$ cat config.mk
export PLATFORM = sky130hd
export DESIGN_NAME = mc_control_flat
export DESIGN_NICKNAME = d
export VERILOG_FILES = /design/src/rtl/mc_control_if.sv /design/src/rtl/mc_control.sv /design/src/flat_wrapper.sv
export SDC_FILE = /design/constraint.sdc
export NUM_CORES = 1
export LEC_CHECK = 0
export CAP_MARGIN = 10
export CORE_UTILIZATION = 35
export CTS_CLUSTER_SIZE = 8
export DETAILED_ROUTE_END_ITERATION = 16
export SYNTH_ARGS = -nofsm -noshare
export SYNTH_HDL_FRONTEND = slang
export SYNTH_SLANG_ARGS = --single-unit
$ cat constraint.sdc
create_clock -name clk -period 4.2 [get_ports clk]
set_input_delay 0.84 -clock clk [delete_from_list [all_inputs] [get_ports clk]]
set_output_delay 0.84 -clock clk [all_outputs]
set_load 0.005 [all_outputs]
$ cat src/rtl/mc_control_if.sv
// mc_control_if: IR fields, DM handshake and control outputs between mc_control (master) and the datapath (slave)
interface mc_control_if;
  logic [5:0] op, func;
  logic dm_ready, pc_en, ir_en, dm_ReadEn, dm_WriteEn, grf_WE, dm_timeout;
  logic [3:0] control_alu, control_ext, control_npc, control_grf_WD, control_grf_WA, control_alu_data2;
  logic [2:0] state;
  modport master(
    input op, func, dm_ready,
    output pc_en, ir_en, dm_ReadEn, dm_WriteEn, grf_WE, dm_timeout, state,
    output control_alu, control_ext, control_npc, control_grf_WD, control_grf_WA, control_alu_data2
  );
  modport slave(
    output op, func, dm_ready,
    input pc_en, ir_en, dm_ReadEn, dm_WriteEn, grf_WE, dm_timeout, state,
    input control_alu, control_ext, control_npc, control_grf_WD, control_grf_WA, control_alu_data2
  );
endinterface

$ cat src/rtl/mc_control.sv
// mc_control: multi-cycle MIPS-lite controller with DM wait-state handshake; MC_CONTROL_PERF_EN adds cycle/instruction counters
module mc_control #(
  parameter int DM_WAIT_MAX = 15
) (
  input logic clk,
  input logic reset,
  mc_control_if.master bus
`ifdef MC_CONTROL_PERF_EN
  ,
  output logic [31:0] cycle_cnt,
  output logic [31:0] instr_cnt
`endif
);
  localparam logic [2:0] S_FETCH = 3'd0, S_DECODE = 3'd1, S_EXEC = 3'd2, S_MEM = 3'd3, S_WB = 3'd4;
  localparam logic [3:0] C_UNK = 4'd0, C_ORI = 4'd1, C_LUI = 4'd2, C_LW = 4'd3, C_SW = 4'd4, C_BEQ = 4'd5,
                         C_J = 4'd6, C_JAL = 4'd7, C_JR = 4'd8, C_ADDU = 4'd9, C_SUBU = 4'd10;
  localparam logic [5:0] OP_R = 6'h00, OP_J = 6'h02, OP_JAL = 6'h03, OP_BEQ = 6'h04, OP_ORI = 6'h0d,
                         OP_LUI = 6'h0f, OP_LW = 6'h23, OP_SW = 6'h2b;
  localparam logic [5:0] F_JR = 6'h08, F_ADDU = 6'h21, F_SUBU = 6'h23;
  localparam logic [3:0] ALU_ADD = 4'd0, ALU_SUB = 4'd1, ALU_OR = 4'd2;
  localparam logic [3:0] EXT_ZERO = 4'd0, EXT_SIGN = 4'd1, EXT_LUI = 4'd2;
  localparam logic [3:0] NPC_PC4 = 4'd0, NPC_BEQ = 4'd1, NPC_J = 4'd2, NPC_JR = 4'd3;
  localparam logic [3:0] WD_ALU = 4'd0, WD_DM = 4'd1, WD_PC4 = 4'd2;
  localparam logic [3:0] WA_RT = 4'd0, WA_RD = 4'd1, WA_31 = 4'd2;
  localparam logic [3:0] B_GRF = 4'd0, B_EXT = 4'd1;
  localparam logic [7:0] WAIT_MAX = 8'(DM_WAIT_MAX);
  logic [2:0] state, nxt;
  logic [3:0] cls_dec, cls_q;
  logic [23:0] sel;
  logic [7:0] wait_cnt, wait_inc;
  logic timeout_q, waiting;
  logic pc_en_n, ir_en_n, we_n, rd_n, wr_n;
  // {alu, ext, npc, grf_WD, grf_WA, alu_data2}; unsupported op/func leaves everything 0
  always_comb begin
    cls_dec = C_UNK;
    sel = '0;
    case (bus.op)
      OP_ORI: begin cls_dec = C_ORI; sel = {ALU_OR, EXT_ZERO, NPC_PC4, WD_ALU, WA_RT, B_EXT}; end
      OP_LUI: begin cls_dec = C_LUI; sel = {ALU_OR, EXT_LUI, NPC_PC4, WD_ALU, WA_RT, B_EXT}; end
      OP_LW:  begin cls_dec = C_LW;  sel = {ALU_ADD, EXT_SIGN, NPC_PC4, WD_DM, WA_RT, B_EXT}; end
      OP_SW:  begin cls_dec = C_SW;  sel = {ALU_ADD, EXT_SIGN, NPC_PC4, WD_ALU, WA_RT, B_EXT}; end
      OP_BEQ: begin cls_dec = C_BEQ; sel = {ALU_SUB, EXT_SIGN, NPC_BEQ, WD_ALU, WA_RT, B_GRF}; end
      OP_J:   begin cls_dec = C_J;   sel = {ALU_ADD, EXT_ZERO, NPC_J, WD_ALU, WA_RT, B_GRF}; end
      OP_JAL: begin cls_dec = C_JAL; sel = {ALU_ADD, EXT_ZERO, NPC_J, WD_PC4, WA_31, B_GRF}; end
      OP_R:
        case (bus.func)
          F_JR:   begin cls_dec = C_JR;   sel = {ALU_ADD, EXT_ZERO, NPC_JR, WD_ALU, WA_RT, B_GRF}; end
          F_ADDU: begin cls_dec = C_ADDU; sel = {ALU_ADD, EXT_ZERO, NPC_PC4, WD_ALU, WA_RD, B_GRF}; end
          F_SUBU: begin cls_dec = C_SUBU; sel = {ALU_SUB, EXT_ZERO, NPC_PC4, WD_ALU, WA_RD, B_GRF}; end
          default: ;
        endcase
      default: ;
    endcase
  end
  assign {bus.control_alu, bus.control_ext, bus.control_npc, bus.control_grf_WD, bus.control_grf_WA, bus.control_alu_data2} = sel;
  always_comb begin
    nxt = S_FETCH;
    pc_en_n = 1'b0;
    ir_en_n = 1'b0;
    we_n = 1'b0;
    rd_n = 1'b0;
    wr_n = 1'b0;
    case (state)
      S_FETCH: begin
        ir_en_n = 1'b1;
        nxt = S_DECODE;
      end
      S_DECODE: begin
        pc_en_n = cls_dec == C_J || cls_dec == C_JR || cls_dec == C_JAL || cls_dec == C_UNK;
        we_n = cls_dec == C_JAL;
        nxt = pc_en_n ? S_FETCH : S_EXEC;
      end
      S_EXEC: begin
        pc_en_n = cls_q == C_BEQ;
        nxt = pc_en_n ? S_FETCH : (cls_q == C_LW || cls_q == C_SW) ? S_MEM : S_WB;
      end
      S_MEM: begin
        rd_n = cls_q == C_LW;
        wr_n = cls_q == C_SW;
        pc_en_n = bus.dm_ready && cls_q == C_SW;
        nxt = !bus.dm_ready ? S_MEM : cls_q == C_LW ? S_WB : S_FETCH;
      end
      S_WB: begin
        we_n = 1'b1;
        pc_en_n = 1'b1;
      end
      default: ;
    endcase
  end
  assign bus.pc_en = pc_en_n && !reset;
  assign bus.ir_en = ir_en_n && !reset;
  assign bus.grf_WE = we_n && !reset;
  assign bus.dm_ReadEn = rd_n && !reset;
  assign bus.dm_WriteEn = wr_n && !reset;
  assign bus.state = state;
  assign bus.dm_timeout = timeout_q;
  assign waiting = state == S_MEM && !bus.dm_ready;
  assign wait_inc = wait_cnt + {7'd0, wait_cnt != 8'hff};
  always_ff @(posedge clk) begin
    if (reset) begin
      state <= S_FETCH;
      cls_q <= C_UNK;
      wait_cnt <= '0;
      timeout_q <= 1'b0;
    end else begin
      state <= nxt;
      if (state == S_DECODE) cls_q <= cls_dec;
      wait_cnt <= waiting ? wait_inc : 8'd0;
      if (waiting && wait_inc >= WAIT_MAX) timeout_q <= 1'b1;
    end
  end
`ifdef MC_CONTROL_PERF_EN
  always_ff @(posedge clk) begin
    if (reset) begin
      cycle_cnt <= '0;
      instr_cnt <= '0;
    end else begin
      cycle_cnt <= cycle_cnt + 32'd1;
      instr_cnt <= instr_cnt + {31'd0, bus.pc_en};
    end
  end
`endif
endmodule

$ cat src/flat_wrapper.sv
// flat-port wrapper written by rule: the top's interface ports become plain ports
module mc_control_flat 
#(
  parameter int DM_WAIT_MAX = 15
)
  (clk, reset, bus_op, bus_func, bus_dm_ready, bus_pc_en, bus_ir_en, bus_dm_ReadEn, bus_dm_WriteEn, bus_grf_WE, bus_dm_timeout, bus_state, bus_control_alu, bus_control_ext, bus_control_npc, bus_control_grf_WD, bus_control_grf_WA, bus_control_alu_data2);
  mc_control_if bus_i ();
  input logic clk;
  input logic reset;
  input wire logic [$bits(bus_i.op)-1:0] bus_op;
  input wire logic [$bits(bus_i.func)-1:0] bus_func;
  input wire logic [$bits(bus_i.dm_ready)-1:0] bus_dm_ready;
  output wire logic [$bits(bus_i.pc_en)-1:0] bus_pc_en;
  output wire logic [$bits(bus_i.ir_en)-1:0] bus_ir_en;
  output wire logic [$bits(bus_i.dm_ReadEn)-1:0] bus_dm_ReadEn;
  output wire logic [$bits(bus_i.dm_WriteEn)-1:0] bus_dm_WriteEn;
  output wire logic [$bits(bus_i.grf_WE)-1:0] bus_grf_WE;
  output wire logic [$bits(bus_i.dm_timeout)-1:0] bus_dm_timeout;
  output wire logic [$bits(bus_i.state)-1:0] bus_state;
  output wire logic [$bits(bus_i.control_alu)-1:0] bus_control_alu;
  output wire logic [$bits(bus_i.control_ext)-1:0] bus_control_ext;
  output wire logic [$bits(bus_i.control_npc)-1:0] bus_control_npc;
  output wire logic [$bits(bus_i.control_grf_WD)-1:0] bus_control_grf_WD;
  output wire logic [$bits(bus_i.control_grf_WA)-1:0] bus_control_grf_WA;
  output wire logic [$bits(bus_i.control_alu_data2)-1:0] bus_control_alu_data2;
  assign bus_i.op = bus_op;
  assign bus_i.func = bus_func;
  assign bus_i.dm_ready = bus_dm_ready;
  assign bus_pc_en = bus_i.pc_en;
  assign bus_ir_en = bus_i.ir_en;
  assign bus_dm_ReadEn = bus_i.dm_ReadEn;
  assign bus_dm_WriteEn = bus_i.dm_WriteEn;
  assign bus_grf_WE = bus_i.grf_WE;
  assign bus_dm_timeout = bus_i.dm_timeout;
  assign bus_state = bus_i.state;
  assign bus_control_alu = bus_i.control_alu;
  assign bus_control_ext = bus_i.control_ext;
  assign bus_control_npc = bus_i.control_npc;
  assign bus_control_grf_WD = bus_i.control_grf_WD;
  assign bus_control_grf_WA = bus_i.control_grf_WA;
  assign bus_control_alu_data2 = bus_i.control_alu_data2;
  mc_control #(.DM_WAIT_MAX(DM_WAIT_MAX)) u_core (.clk(clk), .reset(reset), .bus(bus_i));
endmodule
* Word-level counts from Yosys, hierarchy flattened
Cells that the tools add are included.
** Storage, ports and cells
- Output and inout bits :: 33
- Flip-flop bits (word level) :: 16
- Logic and storage cells :: 61
- Bits of input ports :: 15
** Operators by class
- $lt $le $gt $ge :: 1
- Reductions and logical operators :: 18
- Add/sub/neg operators :: 1
- Bitwise gates (word level) :: 1
- Equal/unequal tests :: 21
- Mux-type cells :: 15
** Operators by type and width (number)
- $pmux W24 S8 :: 1
- $pmux W21 S3 :: 1
- $pmux W4 S8 :: 1
- $eq A6 B6 Y1 const B :: 4
- $eq A6 B4 Y1 const B :: 3
- $eq A4 B3 Y1 const B :: 4
- $eq A6 B2 Y1 const B :: 2
- $mux W3 :: 4
- $pmux W3 S4 :: 1
- $pmux W4 S3 :: 1
- $add A8 B1 Y8 :: 1
- $ge A8 B4 Y1 const B :: 1
- $logic_and A1 B1 Y1 :: 8
- $ne A8 B8 Y1 const B :: 1
- $eq A3 B2 Y1 const B :: 2
- $eq A6 B3 Y1 const B :: 1
- $logic_not A6 Y1 :: 1
- $eq A4 B2 Y1 const B :: 1
- $eq A4 B4 Y1 const B :: 1
- $logic_not A4 Y1 :: 1
- $logic_or A1 B1 Y1 :: 4
- $pmux W1 S4 :: 1
- $eq A3 B1 Y1 const B :: 1
- $eq A3 B3 Y1 const B :: 1
- other kinds (7) :: 10

* Depth between registers and ports, before layout
- Word-level depth :: 9
- Gate-level depth with buffers :: 8
- Depth with buffers taken out :: 8

* Least setup slack after synthesis
OpenSTA, ideal clock, no wires.
- Path kind :: input -> output
- From :: input port bus_op[1]
- To :: output port bus_pc_en
- Stages :: 5
- Data arrival time :: 1987 ps
- Buffers on the path :: 1
- Slack :: 1373 ps
- Data required time :: 3360 ps
- Path through :: buf_2 > or4bb_1 > o22ai_2 > nor3_1 > a41o_1
** Between the ends
- Word-level cells in the longest chain between the ends :: 8
- Elaborated cells on any way between the ends :: 18
- Those cells by class :: eq/ne (10); mux (2); reduce/logical (6)
** RTL lines
- start: declaration :: line flat_wrapper.sv:10 : input wire logic [$bits(bus_i.op)-1:0] bus_op;
- $eq A6 B2 Y1 (tied with other cells) :: line mc_control.sv:37 : case (bus.op)
- $pmux W4 S8 * :: line mc_control.sv:37
- $eq A4 B3 Y1 / $eq A4 B4 Y1 (equally long branches) :: line mc_control.sv:69 : pc_en_n = cls_dec == C_J || cls_dec == C_JR || cls_dec == C_JAL || cls_dec == C_UNK;
- $logic_or A1 B1 Y1 (2 in series) :: line mc_control.sv:69
- $logic_or A1 B1 Y1 * :: line mc_control.sv:69
- $pmux W1 S4 * :: line mc_control.sv:63 : case (state)
- $logic_and A1 B1 Y1 * :: line mc_control.sv:90 : assign bus.pc_en = pc_en_n && !reset;
- end: declaration :: line flat_wrapper.sv:13 : output wire logic [$bits(bus_i.pc_en)-1:0] bus_pc_en;
Mark *: on every way between the ends. The rest lies on a longest branch, timed or not.

* Final worst setup path
- From :: input port bus_op[3]
- To :: output port bus_grf_WE
** Between the ends
- Word-level cells in the longest chain between the ends :: 5
- Elaborated cells on any way between the ends :: 12
- Those cells by class :: eq/ne (8); mux (2); reduce/logical (2)
** RTL lines
- $eq A6 B2 Y1 (tied with other cells) :: line mc_control.sv:37
- $pmux W4 S8 * :: line mc_control.sv:37
- $eq A4 B3 Y1 * :: line mc_control.sv:70 : we_n = cls_dec == C_JAL;
- $pmux W1 S2 * :: line mc_control.sv:63
- $logic_and A1 B1 Y1 * :: line mc_control.sv:92 : assign bus.grf_WE = we_n && !reset;
- end: declaration :: line flat_wrapper.sv:17 : output wire logic [$bits(bus_i.grf_WE)-1:0] bus_grf_WE;
Marks and branches as above.

==> flow_metrics.tcl <==
set metrics [dict create \
    layout_min_cycle_time_ns 3.91 \
    grt_pass1_wl_mm 5.51 \
    grt_max_degree 17 \
    ys_seq_area_frac 0.232 \
    setup_viol 0 \
    vias 1355 \
    synth_cell_types 56 \
    timing.final.ws_setup_ns 0.288 \
    die-area_mm2 0.00420 \
    drv_cap 0 \
    final_antenna_net_count 0 \
    overflow 0 \
    die_y_um 64.8 \
    hold_viol_final 0 \
    grt_pass1_vias 1225 \
    layout.nets 220 \
    tns_ns 0 \
    place.gp.congestion 0.849 \
    synthToLayoutAreaGrowth_pct 25.5 \
    swShare 0.259 \
    critPathRequiredTime_ns 3.36 \
    start_util 0.372 \
    slew_viol_final 0 \
    p_leak_nw 0.590 \
    synth_area_mm2 0.00138 \
    path_clk_slew_ns 0.06 \
    p_per_area_mw_per_mm2 216 \
    io_pins 48 \
    n_fill_cell 378 \
    finalNonFillerCells 250 \
    drt-wirelength-per-cell_um 12.9 \
    dieWidth_um 64.8 \
    rsz0062_at_grt "no" \
    cts_tree "built" \
    period_share 0.931 \
    postCtsSetupBuffers 0 \
    ys.warnings.count 0 \
    rrSetupSlack_ns 1.80 \
    viasPerCell 5.42 \
    grt_usage 0.164 \
    clkLatencyLatePin_ns 0.25 \
    worstSetupStartpointType "primary input" \
    portBuffers 34 \
    hp-class "flop to flop" \
    seq_area_um2 320 \
    dp.cells 246 \
    n_antenna_cell 0 \
    avgSynthCellArea_um2 7.89 \
    end_kind "output pin" \
    cts.path.max_buffers 2 \
    p_comb_frac 0.195 \
    pre_cts_ws_ns 0.299 \
    async_reset_ff_frac 0 \
    tightest_slew_ns 0.619 \
    final_cell_mix "clkdlybuf4s50_1 (34), dfxtp_1 (16), nor2_1 (14)" \
    worst_ep_arrival_time_ns 3.07 \
    drc 0 \
    cts-buffers-inserted 3 \
    htreeDepth 1 \
    power.internal_mw 0.277 \
    hold_buffers 0 \
    crit_type "primary input to output pin" \
    p_clk_frac 0.360 \
    cts_root_buf "clkbuf_8" \
    multi_input_area_um2 925 \
    fmax_mhz 256 \
    rows 22 \
    core-area_mm2 0.00372 \
    drtIter0Drc 100 \
    vdd_drop_max_mv 0.145 \
    seq_power_share 0.445 \
    switching_power_mw 0.0967 \
    drive_above_1_share 0.0743 \
    worstPathMaxFanout 12 \
    status "completed" \
    clock_sinks 16 \
    synth-seq-cells 16 \
    layout_commonest_cell "clkdlybuf4s50_1" \
    slew_headroom 0.587 \
    synthFlopType "dfxtp_1" \
    antenna_found_initial 0 \
    cts-resized-gates 0 \
    firstDrtPassIters 4 \
    dp.final_hpwl_mm 2.52 \
    fin_skew_ns 0.00321 \
    totalWireLength_mm 3.22 \
    fin_util 0.467 \
    finalPower_mw 0.374 \
    netlist_instances 175 \
    synth_edf_count 0 \
]
==> power groups by stage <==
stage	registers, mW	clock network, mW	logic [mW]
after global placement	0.169	0	0.0718
after floorplan	0.165	0	0.0549
after CTS	0.166	0.141	0.0731
after detailed placement	0.170	0	0.0727
after global routing	0.168	0.149	0.0808
final	0.167	0.135	0.0729
==> logic make-up (layout without fill, tap and decap cells) <==
| kind of cell | Yosys count | in the layout | share of synthesized area |
|---|---|---|---|
| multiplexers | 1 | 1 | 0.00725 |
| AO/OA/AOI/OAI | 37 | 37 | 0.203 |
| XOR/XNOR | 7 | 7 | 0.0444 |
| AND/OR/NAND/NOR | 81 | 81 | 0.361 |
| flip-flops | 16 | 16 | 0.232 |
| adder cells (fa/ha/maj) | 2 | 2 | 0.0181 |
| buffers and inverters | 30 | 45 | 0.131 |
| other | 1 | 13 | 0.00271 |
==> per-layer routing <==
layer	share of wire	wire length (um)	vias up	global-route usage
met3	0.028	90	4	0.0264
met4	0.0090	29	0	0.0333
met5	0	0	-	0
met2	0.48	1560	25	0.272
li1	-	-	682	-
met1	0.48	1540	644	0.220
==> per-stage QoR <==
| step | hold slack [ns] | cell area [um^2] |
|---|---|---|
| 4_1_cts | 0.519 | 1730 |
| 3_3_place_gp | 0.493 | 1680 |
| 6_report | 0.508 | 1730 |
| 3_5_place_dp | 0.502 | 1680 |
| 2_1_floorplan | 0.485 | 1430 |
| 5_1_grt | 0.529 | 1730 |
==> final timing paths <==
kind	to	cells after the start	from
setup / recovery	bus_grf_WE	6	bus_op[3]
hold / removal	u_core.bus.dm_timeout$_SDFFE_PP0P_	2	u_core.bus.dm_timeout$_SDFFE_PP0P_
setup reg to reg	u_core.bus.dm_timeout$_SDFFE_PP0P_	8	u_core.wait_cnt[5]$_SDFF_PP0_
hold reg to reg	u_core.bus.dm_timeout$_SDFFE_PP0P_	2	u_core.bus.dm_timeout$_SDFFE_PP0P_
==> final cells by class <==
cell class / count / area share
clock buffers: 4 / 0.0317
inverters: 5 / 0.0108
multi-input cells: 141 / 0.533
well taps: 48 / 0.0346
repair buffers: 36 / 0.205
flip-flops and latches: 16 / 0.185
==> flip-flops by register name, indices dropped and copies added (netlist names) <==
name / flops
u_core.bus.state: 3
u_core.wait_cnt: 8
u_core.cls_q: 4
u_core.bus.dm_timeout: 1
==> cells in the mapped netlist, drive strengths merged, types with 2 or more instances <==
library cell | instances | area (um^2)
nor4 | 6 | 43.8
inv | 5 | 18.8
nand2 | 6 | 22.5
o21ai | 8 | 40.0
nand3 | 9 | 45.0
and2 | 2 | 12.5
xnor2 | 4 | 35.0
nor2 | 14 | 52.6
o31ai | 2 | 15.0
buf | 23 | 155
dfxtp | 16 | 320
xor2 | 3 | 26.3
nor3 | 10 | 50.1
nor3b | 5 | 37.5
o31a | 2 | 17.5
nand2b | 5 | 31.3
or4bb | 2 | 22.5
and3b | 2 | 17.5
or3 | 2 | 17.5
nor2b | 2 | 12.5
nand3b | 2 | 15.0
a311oi | 2 | 23.8
clkbuf | 2 | 7.51
or3b | 4 | 35.0
nand4b | 2 | 17.5
a2111oi | 3 | 38.8
o32a | 2 | 20.0
a21oi | 9 | 45.0
and3 | 2 | 12.5
ha | 2 | 25.0
==> critical path, stage by stage <==
cell             delay (ns)
clkdlybuf4s50_1        0.61
or4_4                  0.64
nor3_1                 0.20
mux2i_1                0.10
nor3_1                 0.15
clkdlybuf4s50_1        0.52
(Power assumes the default switching activity.)
